`config.mk`:
```
export PLATFORM = sky130hd
export DESIGN_NAME = ram_port_arbiter
export DESIGN_NICKNAME = d
export VERILOG_FILES = /design/src/rtl/ram_arb_pkg.sv /design/src/rtl/arb_sat_counter.sv /design/src/rtl/ram_port_arbiter.sv
export SDC_FILE = /design/constraint.sdc
export NUM_CORES = 1
export LEC_CHECK = 0
export ABC_AREA = 1
export CORE_AREA = 2 2 122 124
export DETAILED_ROUTE_END_ITERATION = 10
export DIE_AREA = 0 0 124 126
export PLACE_DENSITY_LB_ADDON = 0.1
export RECOVER_POWER = 100
export SETUP_SLACK_MARGIN = 0.1
export SYNTH_ARGS = -nofsm -noshare
export SYNTH_HDL_FRONTEND = slang
export SYNTH_HIERARCHICAL = 1
export SYNTH_SLANG_ARGS = --single-unit
```
`constraint.sdc`:
```
create_clock -name clk -period 2.7 [get_ports clk]
set_input_delay 0.405 -clock clk [delete_from_list [all_inputs] [get_ports clk]]
set_output_delay 0.405 -clock clk [all_outputs]
set_load 0.01 [all_outputs]
```
`src/rtl/ram_arb_pkg.sv`:
```
// Shared types and defaults for the two-master data RAM port arbiter.
package ram_arb_pkg;

  typedef enum logic [1:0] {OWN_NONE, OWN_M0, OWN_M1} owner_e;

  typedef enum logic [1:0] {ST_IDLE, ST_M0, ST_M1, ST_M1_LOCK} state_e;

  localparam int DEF_MAX_WAIT = 4;
  localparam int DEF_MAX_LOCK = 8;

  function automatic int flag_w(input int dw);
    return dw / 8;
  endfunction

endpackage

```
`src/rtl/arb_sat_counter.sv`:
```
// Saturating up-counter with synchronous clear; width is sized to hold LIMIT.
module arb_sat_counter #(
  parameter int LIMIT = 4,
  localparam int W = $clog2(LIMIT + 1)
) (
  input  logic         clk,
  input  logic         rst,
  input  logic         inc,
  input  logic         clr,
  output logic [W-1:0] count
);

  always_ff @(posedge clk) begin
    if (!rst) begin
      count <= '0;
    end else if (clr) begin
      count <= '0;
    end else if (inc && (count != W'(LIMIT))) begin
      count <= count + 1'b1;
    end
  end

endmodule

```
`src/rtl/ram_port_arbiter.sv`:
```
// Arbitrates the single-port data RAM between the core (m0, priority) and a
// secondary req/gnt master (m1) with bounded starvation and bounded locking.
module ram_port_arbiter
  import ram_arb_pkg::*;
#(
  parameter int AW       = 32,
  parameter int DW       = 32,
  parameter int MAX_WAIT = DEF_MAX_WAIT,
  parameter int MAX_LOCK = DEF_MAX_LOCK,
  localparam int FW      = flag_w(DW)
) (
  input  logic          clk,
  input  logic          rst,
  input  logic          m0_cen,
  input  logic          m0_wen,
  input  logic [FW-1:0] m0_flag,
  input  logic [AW-1:0] m0_addr,
  input  logic [DW-1:0] m0_wdata,
  output logic [DW-1:0] m0_rdata,
  output logic          m0_hold,
  input  logic          m1_req,
  input  logic          m1_lock,
  input  logic          m1_wen,
  input  logic [FW-1:0] m1_flag,
  input  logic [AW-1:0] m1_addr,
  input  logic [DW-1:0] m1_wdata,
  output logic          m1_gnt,
  output logic          m1_rvalid,
  output logic [DW-1:0] m1_rdata,
  output logic          s_cen,
  output logic          s_wen,
  output logic [FW-1:0] s_flag,
  output logic [AW-1:0] s_addr,
  output logic [DW-1:0] s_wdata,
  input  logic [DW-1:0] s_rdata
);

  localparam int WAIT_W = $clog2(MAX_WAIT + 1);
  localparam int LOCK_W = $clog2(MAX_LOCK + 1);

  state_e              state;
  state_e              state_nxt;
  owner_e              grant;
  owner_e              rd_own;
  owner_e              rd_own_nxt;
  logic [WAIT_W-1:0]   wait_cnt;
  logic [LOCK_W-1:0]   lock_cnt;
  logic                lock_ok;

  // A saturated lock count falls through to the normal priority rules below.
  assign lock_ok = (state == ST_M1_LOCK) && m1_req && (lock_cnt < LOCK_W'(MAX_LOCK));

  always_comb begin
    grant = OWN_NONE;
    if (lock_ok) begin
      grant = OWN_M1;
    end else if (m1_req && (!m0_cen || (wait_cnt == WAIT_W'(MAX_WAIT)))) begin
      grant = OWN_M1;
    end else if (m0_cen) begin
      grant = OWN_M0;
    end
  end

  always_comb begin
    s_cen      = 1'b0;
    s_wen      = 1'b0;
    s_flag     = '0;
    s_addr     = '0;
    s_wdata    = '0;
    state_nxt  = ST_IDLE;
    rd_own_nxt = OWN_NONE;
    case (grant)
      OWN_M0: begin
        s_cen      = 1'b1;
        s_wen      = m0_wen;
        s_flag     = m0_flag;
        s_addr     = m0_addr;
        s_wdata    = m0_wdata;
        state_nxt  = ST_M0;
        rd_own_nxt = m0_wen ? OWN_NONE : OWN_M0;
      end
      OWN_M1: begin
        s_cen      = 1'b1;
        s_wen      = m1_wen;
        s_flag     = m1_flag;
        s_addr     = m1_addr;
        s_wdata    = m1_wdata;
        state_nxt  = m1_lock ? ST_M1_LOCK : ST_M1;
        rd_own_nxt = m1_wen ? OWN_NONE : OWN_M1;
      end
      default: begin
        state_nxt  = ST_IDLE;
        rd_own_nxt = OWN_NONE;
      end
    endcase
  end

  assign m1_gnt    = (grant == OWN_M1);
  assign m0_hold   = m0_cen & (grant != OWN_M0);
  assign m1_rvalid = (rd_own == OWN_M1);
  assign m1_rdata  = s_rdata;

  always_ff @(posedge clk) begin
    if (!rst) begin
      state    <= ST_IDLE;
      rd_own   <= OWN_NONE;
      m0_rdata <= '0;
    end else begin
      state  <= state_nxt;
      rd_own <= rd_own_nxt;
      if (rd_own == OWN_M0) begin
        m0_rdata <= s_rdata;
      end
    end
  end

  arb_sat_counter #(.LIMIT(MAX_WAIT)) u_wait_cnt (
    .clk   (clk),
    .rst   (rst),
    .inc   (m1_req & ~m1_gnt),
    .clr   (m1_gnt | ~m1_req),
    .count (wait_cnt)
  );

  // Counts grants made under lock; any cycle not ending in M1_LOCK restarts it.
  arb_sat_counter #(.LIMIT(MAX_LOCK)) u_lock_cnt (
    .clk   (clk),
    .rst   (rst),
    .inc   (m1_gnt & m1_lock),
    .clr   (state_nxt != ST_M1_LOCK),
    .count (lock_cnt)
  );

endmodule

```
==> results of run 1 <==
-- how the worst max path moves through the flow --
stage / from / endpoint / slack, ns / depth (start not counted)
4_1_cts: u_wait_cnt/count[1]$_SDFFE_PP0P_ / s_flag[1] / 0.04 / 13
3_5_place_dp: m0_cen / s_flag[1] / -0.46 / 11
3_3_place_gp: m0_cen / s_addr[29] / -0.41 / 11
2_1_floorplan: u_lock_cnt/count[3]$_SDFFE_PP0P_ / s_addr[0] / 0.45 / 13
6_report: u_wait_cnt/count[1]$_SDFFE_PP0P_ / s_wdata[29] / 0.15 / 12
5_1_grt: u_wait_cnt/count[1]$_SDFFE_PP0P_ / s_wdata[28] / 0.05 / 12
-- flip-flops by register name, indices dropped and copies added, names as in the netlist --
name / flops
m0_rdata: 32
u_wait_cnt/count: 3
state: 2
u_lock_cnt/count: 4
rd_own: 2
-- layout make-up --
class                           count  area (sq um)
Fill cell                        1505          7610
Timing Repair Buffer              343          3160
Multi-Input combinational cell    435          1940
Sequential cell                    43           862
Inverter                           94           353
Tap cell                          184           230
Clock buffer                        5           125
Clock inverter                      2          37.5
-- stage by stage --
step	worst slack, ns	hold slack, ns
CTS	0.0356	0.486
finish	0.151	0.476
floorplan	0.450	0.477
global placement	-0.410	0.465
detailed placement	-0.460	0.472
global route	0.0494	0.499
-- cells by family after synthesis --
| family | after synthesis |
|---|---|
| simple gates | 390 |
| buf+inv | 165 |
| flops | 43 |
| compound gates | 39 |
| fa+ha+maj | 6 |
-- repair_timing --
| action | 4_1_cts | 5_1_grt |
|---|---|---|
| setup endpoints to repair | 71 | 67 |
| resized for setup | 195 | 56 |
| gates cloned | 3 | 0 |
| buffers inserted | 6 | 1 |
| pin swaps | 20 | 12 |
| hold buffers | 0 | 0 |
-- cells in the final DEF (no fill, tap or decap), drive strengths merged, types with 3 or more instances in the layout --
master and n:
clkdlybuf4s50 171, nand2 160, nor2 152, inv 93, nand3 75, dlygate4sd3 67, buf 50, clkbuf 44
dfxtp 43, o21ai 35, dlygate4sd2 11, ha 6, a21oi 3, clkdlybuf4s15 3
-- tightest hold or removal path: stages (launching register included) --
cell                      delay (ns)
sky130_fd_sc_hd__dfxtp_1        0.32
sky130_fd_sc_hd__nor2_1         0.04
sky130_fd_sc_hd__nor2_1         0.08
-- routing by layer --
metal	GRT usage, %	up-vias
li1	-	2456
met1	19.7	2083
met2	36.4	165
met3	4.12	10
met4	2.71	0
met5	0	-
-- power groups by stage --
stage          sequential [mW]  clock [mW]  combinational (mW)
5_1_grt                  0.660       0.701               0.952
4_1_cts                  0.659       0.683               0.918
2_1_floorplan            0.679           0               0.359
3_3_place_gp             0.672           0               0.903
6_report                 0.659       0.653               0.868
3_5_place_dp             0.673           0               0.907
==> load_flow_metrics.sql, run 1 <==
INSERT INTO impl_metrics (metric_group, metric, value, unit) VALUES
('power', 'intPower', '1.56', 'mW'),
('power', 'power.combinational.fraction', '39.8', '%'),
('outcome', 'result_of_the_run', 'completed', ''),
('logic_synthesis', 'yosys_register_bits', '43', ''),
('power', 'power_frac_seq', '30.2', '%'),
('logic_synthesis', 'synth-warning-count', '6', ''),
('floorplanning', 'die_h', '126', 'um'),
('placed_design', 'gpl.final_weighted_congestion', '0.841', ''),
('min_path', 'min-delay-start', 'm0_rdata[29]$_SDFFE_PN0N_', ''),
('power', 'vdd_drop_max', '0.246', 'mV'),
('logic_synthesis', 'ys_dominant_reg_cell', 'sky130_fd_sc_hd__dfxtp_1', ''),
('critical_path', 'arrival', '2.14', 'ns'),
('logic_synthesis', 'yosys.area_share.xor_xnor', '0', '%'),
('placed_design', 'port_buffers', '311', ''),
('critical_path', 'critical_path_peak_fanout', '9', ''),
('logic_synthesis', 'synth_compound_gate_area_share', '5.66', '%'),
('timing', 'timing.final.crit_period', '2.55', 'ns'),
('logic_synthesis', 'seq_area_frac_synth', '24.2', '%'),
('grt', 'maximum_number_of_pins_on_one_net_before_global_route_repair', '71', ''),
('cts', 'path_clk_slew', '0.06', 'ns'),
('timing', 'clock_skew', '0.00492', 'ns'),
('floorplanning', 'floorplan.die.width', '124', 'um'),
('grt', 'grt_first_pass_wirelength', '22.7', 'mm'),
('cells_and_area', 'stdcell_count', '1106', ''),
('timing', 'hold_violations', '0', ''),
('power', 'total_leakage_power', '3.35', 'nW'),
('routing', 'ant_nets', '0', ''),
('logic_synthesis', 'syn_std_cell_area', '3560', 'sq um'),
('routing', 'wl_met1', '5.51', 'mm'),
('critical_path', 'rr_startpoint', 'u_wait_cnt/count[1]$_SDFFE_PP0P_', ''),
('grt', 'globalRouteTotalUtil', '18.3', '%'),
('logic_synthesis', 'synthesis.instances', '643', ''),
('critical_path', 'slowest_delay', '0.37', 'ns'),
('logic_synthesis', 'synth_top_family_by_area', 'simple AND/OR/NAND/NOR gates', ''),
('critical_path', 'crit_buf_inv', '3', ''),
('grt', 'number_of_global_route_vias_before_repair', '4582', ''),
('routing', 'wire_per_inst', '13.5', 'um'),
('power', 'p_clk_share', '30.0', '%'),
('logic_synthesis', 'ys_top_cells_by_area', 'sky130_fd_sc_hd__dfxtp_1 24%, sky130_fd_sc_hd__nand2_1 17%, sky130_fd_sc_hd__nor2_1 16%', ''),
('min_path', 'timing.hold.worst_path_depth', '2', ''),
('logic_synthesis', 'simple_gate_share_of_the_synthesized_area', '45.1', '%'),
('floorplanning', 'row_count', '44', ''),
('critical_path', 'setup.reg_to_reg.worst_slack', '0.41', 'ns'),
('timing', 'finalSetupViolations', '0', ''),
('logic_synthesis', 'post_synthesis_cell_type_with_the_largest_combined_area', 'sky130_fd_sc_hd__dfxtp_1', ''),
('cts', 'clock-root-buffer', 'sky130_fd_sc_hd__clkbuf_16', ''),
('logic_synthesis', 'synth-edff-count', '0', ''),
('cts', 'max-clock-path-buffers', '2', ''),
('floorplanning', 'floorplan.initialDensity', '24.9', '%'),
('cts', 'tritoncts', 'built', ''),
('cts', 'h_tree_depth_reported_by_cts', '2', ''),
('power', 'totalPowerFinal', '2.18', 'mW'),
('grt', 'grt_remaining_overflow', '0', ''),
('critical_path', 'cp-start-kind', 'register', ''),
('cells_and_area', 'final_core_util', '46.8', '%'),
('critical_path', 'critical_path.cell_chain', 'nor2_4 > nand2_2 > nand3_2 > nand2_4 > nand2_4 > ha_4 > buf_4 > buf_4 > nor2_1 > nand3_1 > nand2_1 > clkdlybuf4s15_1', ''),
('floorplanning', 'fp.coreArea', '14300', 'sq um'),
('logic_synthesis', 'postSynth.asyncResetShare', '0', '%'),
('timing', 'rsz_0062_raised_after_global_routing', 'false', ''),
('logic_synthesis', 'synthesis.area_per_instance', '5.53', 'sq um'),
('timing', 'max_slew_margin', '33.1', '%'),
('logic_synthesis', 'yosys.area.top_type_share', '24.2', '%'),
('min_path', 'timing.hold.worst.class', 'reg2reg', ''),
('critical_path', 'crit_path_top_delay_cell', 'sky130_fd_sc_hd__dfxtp_1', ''),
('logic_synthesis', 'syn-num-nets', '824', ''),
('cells_and_area', 'final_cell_area', '6700', 'sq um'),
('routing', 'drt_wl_total', '14.9', 'mm'),
('routing', 'firstDrtPassIters', '7', ''),
('cells_and_area', 'n_antenna_cell', '0', ''),
('placed_design', 'placed_inst_area', '6670', 'sq um'),
('logic_synthesis', 'yosysMostFrequentCell', 'sky130_fd_sc_hd__nand2_1', '');
Note: power is estimated with default switching activity, not from simulation.
==> inputs of run 2 (changes only) <==
--- a/config.mk
+++ b/config.mk
@@ -9,7 +9,7 @@
 export CORE_AREA = 2 2 122 124
 export DETAILED_ROUTE_END_ITERATION = 10
 export DIE_AREA = 0 0 124 126
-export PLACE_DENSITY_LB_ADDON = 0.1
+export PLACE_DENSITY_LB_ADDON = 0.15
 export RECOVER_POWER = 100
 export SETUP_SLACK_MARGIN = 0.1
 export SYNTH_ARGS = -nofsm -noshare
==> run 2 against run 1 <==
  * Global-route usage rose by 0.29 points
  * Cell area decreased by 1.8%
  * First-iteration DRC count up 1.9%
  * Fmax increased by 1.9%
  * Hold slack worse by 0.0013 ns
  * Sequential power is essentially flat
  * Flip-flop and latch count unchanged
  * Clock skew increased by 0.0018 ns
  * Count of clock-buffer cells in the layout is the same
  * Die area unchanged
  * Combinational power fell by 3.2%
  * Non-clock buffer count shrank 5
==> load_flow_metrics.sql, run 2 (same netlist as run 1, synthesis figures left out) <==
INSERT INTO impl_metrics (metric_group, metric, value, unit) VALUES
('critical_path', 'regToRegEndpoint', 'u_lock_cnt/count[1]$_SDFFE_PP0P_', ''),
('cts', 'h_tree_depth_reported_by_cts', '2', ''),
('cells_and_area', 'final_nets', '1098', ''),
('min_path', 'timing.hold.worst_path_depth', '2', ''),
('power', 'total_leakage_power', '3.20', 'nW'),
('routing', 'firstDrtPassIters', '4', ''),
('cells_and_area', 'mostFrequentLayoutCells', '171 x sky130_fd_sc_hd__clkdlybuf4s50_1, 155 x sky130_fd_sc_hd__nand2_1, 148 x sky130_fd_sc_hd__nor2_1', ''),
('grt', 'maximum_number_of_pins_on_one_net_before_global_route_repair', '71', ''),
('cts', 'max-clock-path-buffers', '2', ''),
('grt', 'grt_first_pass_wirelength', '22.9', 'mm'),
('cts', 'tritoncts.num_buffers', '5', ''),
('timing', 'timing_max_transition_violations_final', '0', ''),
('critical_path', 'arrival', '2.10', 'ns'),
('critical_path', 'critical_path_peak_fanout', '27', ''),
('cells_and_area', 'layout_commonest_cell', 'sky130_fd_sc_hd__clkdlybuf4s50_1', ''),
('grt', 'globalRouteTotalUtil', '18.6', '%'),
('routing', 'drt_iter0_markers', '217', ''),
('floorplanning', 'floorplan.initialDensity', '24.9', '%'),
('routing', 'wire_per_inst', '13.8', 'um'),
('flow_run', 'number_of_max_cap_violations', '0', ''),
('cells_and_area', 'n_antenna_cell', '0', ''),
('placed_design', 'dp.cells', '1087', ''),
('timing', 'clock_skew', '0.00668', 'ns'),
('cts', 'cts_num_sinks', '43', ''),
('timing', 'finalSetupViolations', '0', ''),
('critical_path', 'rr_startpoint', 'u_wait_cnt/count[0]$_SDFFE_PP0P_', ''),
('cts', 'postCtsHoldBufs', '0', ''),
('timing', 'fin_setup_tns', '0', 'ns'),
('placed_design', 'gpl.final_weighted_congestion', '0.896', ''),
('placed_design', 'detailedPlacementHpwl', '11.8', 'mm'),
('timing', 'fin_crit_sh', '92.7', '%'),
('cts', 'clock-root-buffer', 'sky130_fd_sc_hd__clkbuf_16', ''),
('critical_path', 'crit_path_from', 'u_wait_cnt/count[0]$_SDFFE_PP0P_', ''),
('floorplanning', 'io_pins', '312', ''),
('critical_path', 'critPathCapture', 's_wdata[11]', ''),
('critical_path', 'setup.reg_to_reg.worst_slack', '0.51', 'ns'),
('routing', 'ant_nets', '0', ''),
('cts', 'worstSkewPairLatency', '0.28', 'ns'),
('grt', 'grt_remaining_overflow', '0', ''),
('routing', 'vias_per_cell', '4.21', ''),
('cells_and_area', 'largest_register_ffs', '32', ''),
('floorplanning', 'floorplan.die.width', '124', 'um'),
('timing', 'rsz_0062_raised_after_global_routing', 'true', ''),
('cts', 'path_clk_slew', '0.06', 'ns'),
('min_path', 'timing.hold.worst.class', 'reg2reg', ''),
('routing', 'drc', '0', ''),
('cells_and_area', 'stdcell_count', '1102', ''),
('critical_path', 'cp-start-kind', 'register', ''),
('cells_and_area', 'layout-area-overhead-vs-synth', '85.1', '%'),
('power', 'pwr_dens', '332', 'nW/um^2'),
('critical_path', 'timing.reg2reg.worst_path_depth', '14', ''),
('power', 'vdd_drop_max', '0.221', 'mV'),
('timing', 'max_slew_margin', '32.4', '%'),
('grt', 'antenna_violations_before_repair', '0', ''),
('critical_path', 'critical_path_required', '2.30', 'ns'),
('outcome', 'result_of_the_run', 'completed', ''),
('cells_and_area', 'biggestRegsByFlops', 'm0_rdata: 32 flops, u_lock_cnt/count: 4 flops, u_wait_cnt/count: 3 flops', ''),
('timing', 'hold_violations', '0', ''),
('cells_and_area', 'top_register', 'm0_rdata', ''),
('placed_design', 'port_buffers', '311', ''),
('critical_path', 'worst-setup-path-type', 'reg2out', ''),
('cells_and_area', 'drive_gt1_share', '6.75', '%'),
('routing', 'num_vias', '4641', ''),
('timing', 'max_slew.worst_pin.slew', '1.01', 'ns'),
('floorplanning', 'row_count', '44', ''),
('floorplanning', 'fp.coreArea', '14300', 'sq um'),
('cts', 'tritoncts', 'built', ''),
('timing', 'top_achievable_clock_speed', '0.399', 'GHz'),
('floorplanning', 'floorplan.die_area', '15600', 'sq um'),
('floorplanning', 'die_h', '126', 'um'),
('critical_path', 'worst_setup_path_end_kind', 'output port', ''),
('routing', 'drt_wl_total', '15.2', 'mm'),
('timing', 'timing.final.crit_period', '2.50', 'ns'),
('grt', 'number_of_global_route_vias_before_repair', '4356', '');
[run 2: worst min path at each step]
stage                               from                         to
6_report       m0_rdata[20]$_SDFFE_PN0N_  m0_rdata[20]$_SDFFE_PN0N_
5_1_grt         m0_rdata[2]$_SDFFE_PN0N_   m0_rdata[2]$_SDFFE_PN0N_
4_1_cts        m0_rdata[27]$_SDFFE_PN0N_  m0_rdata[27]$_SDFFE_PN0N_
3_5_place_dp   m0_rdata[27]$_SDFFE_PN0N_  m0_rdata[27]$_SDFFE_PN0N_
3_3_place_gp    m0_rdata[8]$_SDFFE_PN0N_   m0_rdata[8]$_SDFFE_PN0N_
2_1_floorplan                     m1_wen       rd_own[1]$_SDFF_PN0_
[run 2: final cells by class]
cell class              instances  area (sq um)
clock inverters                 3          47.5
well taps                     184           230
flip-flops and latches         43           865
multi-input cells             435          1930
fillers                      1554          7730
clock buffers                   5           125
repair buffers                338          3030
inverters                      94           355
[run 2: critical path: stages (launching register included)]
cell,delay (ns)
sky130_fd_sc_hd__dfxtp_2,0.32
sky130_fd_sc_hd__nor2_2,0.11
sky130_fd_sc_hd__nand2_2,0.08
sky130_fd_sc_hd__nand3_4,0.09
sky130_fd_sc_hd__nand2_4,0.07
sky130_fd_sc_hd__inv_2,0.08
sky130_fd_sc_hd__ha_4,0.23
sky130_fd_sc_hd__buf_12,0.15
sky130_fd_sc_hd__buf_16,0.16
sky130_fd_sc_hd__nor2_1,0.11
sky130_fd_sc_hd__nand3_1,0.08
sky130_fd_sc_hd__nand2_1,0.10
sky130_fd_sc_hd__clkdlybuf4s15_1,0.23
[run 2: repair_timing]
item / CTS / global route
pin swaps: 6 / 8
endpoints found under the setup margin: 70 / 63
buffers inserted: 4 / 1
gates resized for setup: 150 / 98
gates cloned: 3 / 0
[run 2: metrics by stage]
stage | power (mW) | setup WS, ns | utilization [%] | instance area [sq um] | hold WS (ns)
final | 2.19 | 0.197 | 46.0 | 6590 | 0.475
after global routing | 2.32 | 0.0469 | 46.0 | 6590 | 0.499
after CTS | 2.27 | 0.0784 | 47.7 | 6820 | 0.486
after detailed placement | 1.56 | -0.394 | 46.3 | 6620 | 0.473
after global placement | 1.56 | -0.352 | 46.3 | 6620 | 0.463
after floorplan | 1.04 | 0.450 | - | 3560 | 0.477
[run 2: layer usage]
metal / global-route usage (%) / part of all wire, % / wire length, um
met2: 32.3 / 49 / 7430
met1: 23.3 / 42 / 6340
met5: 0 / 0 / 0
met4: 3.64 / 1.3 / 200
met3: 4.66 / 8.0 / 1220
[run 2: power breakdown]
part / switching [mW] / internal (mW)
clock: 0.251 / 0.441
combinational: 0.385 / 0.455
sequential: 0.00700 / 0.651
==> inputs of run 3 (changes only) <==
--- a/config.mk
+++ b/config.mk
@@ -7,6 +7,7 @@
 export LEC_CHECK = 0
 export ABC_AREA = 1
 export CORE_AREA = 2 2 122 124
+export CTS_CLUSTER_SIZE = 28
 export DETAILED_ROUTE_END_ITERATION = 10
 export DIE_AREA = 0 0 124 126
 export PLACE_DENSITY_LB_ADDON = 0.15
==> results of run 3 <==
Final layout, timing and power as in run 2 (identical DEF).
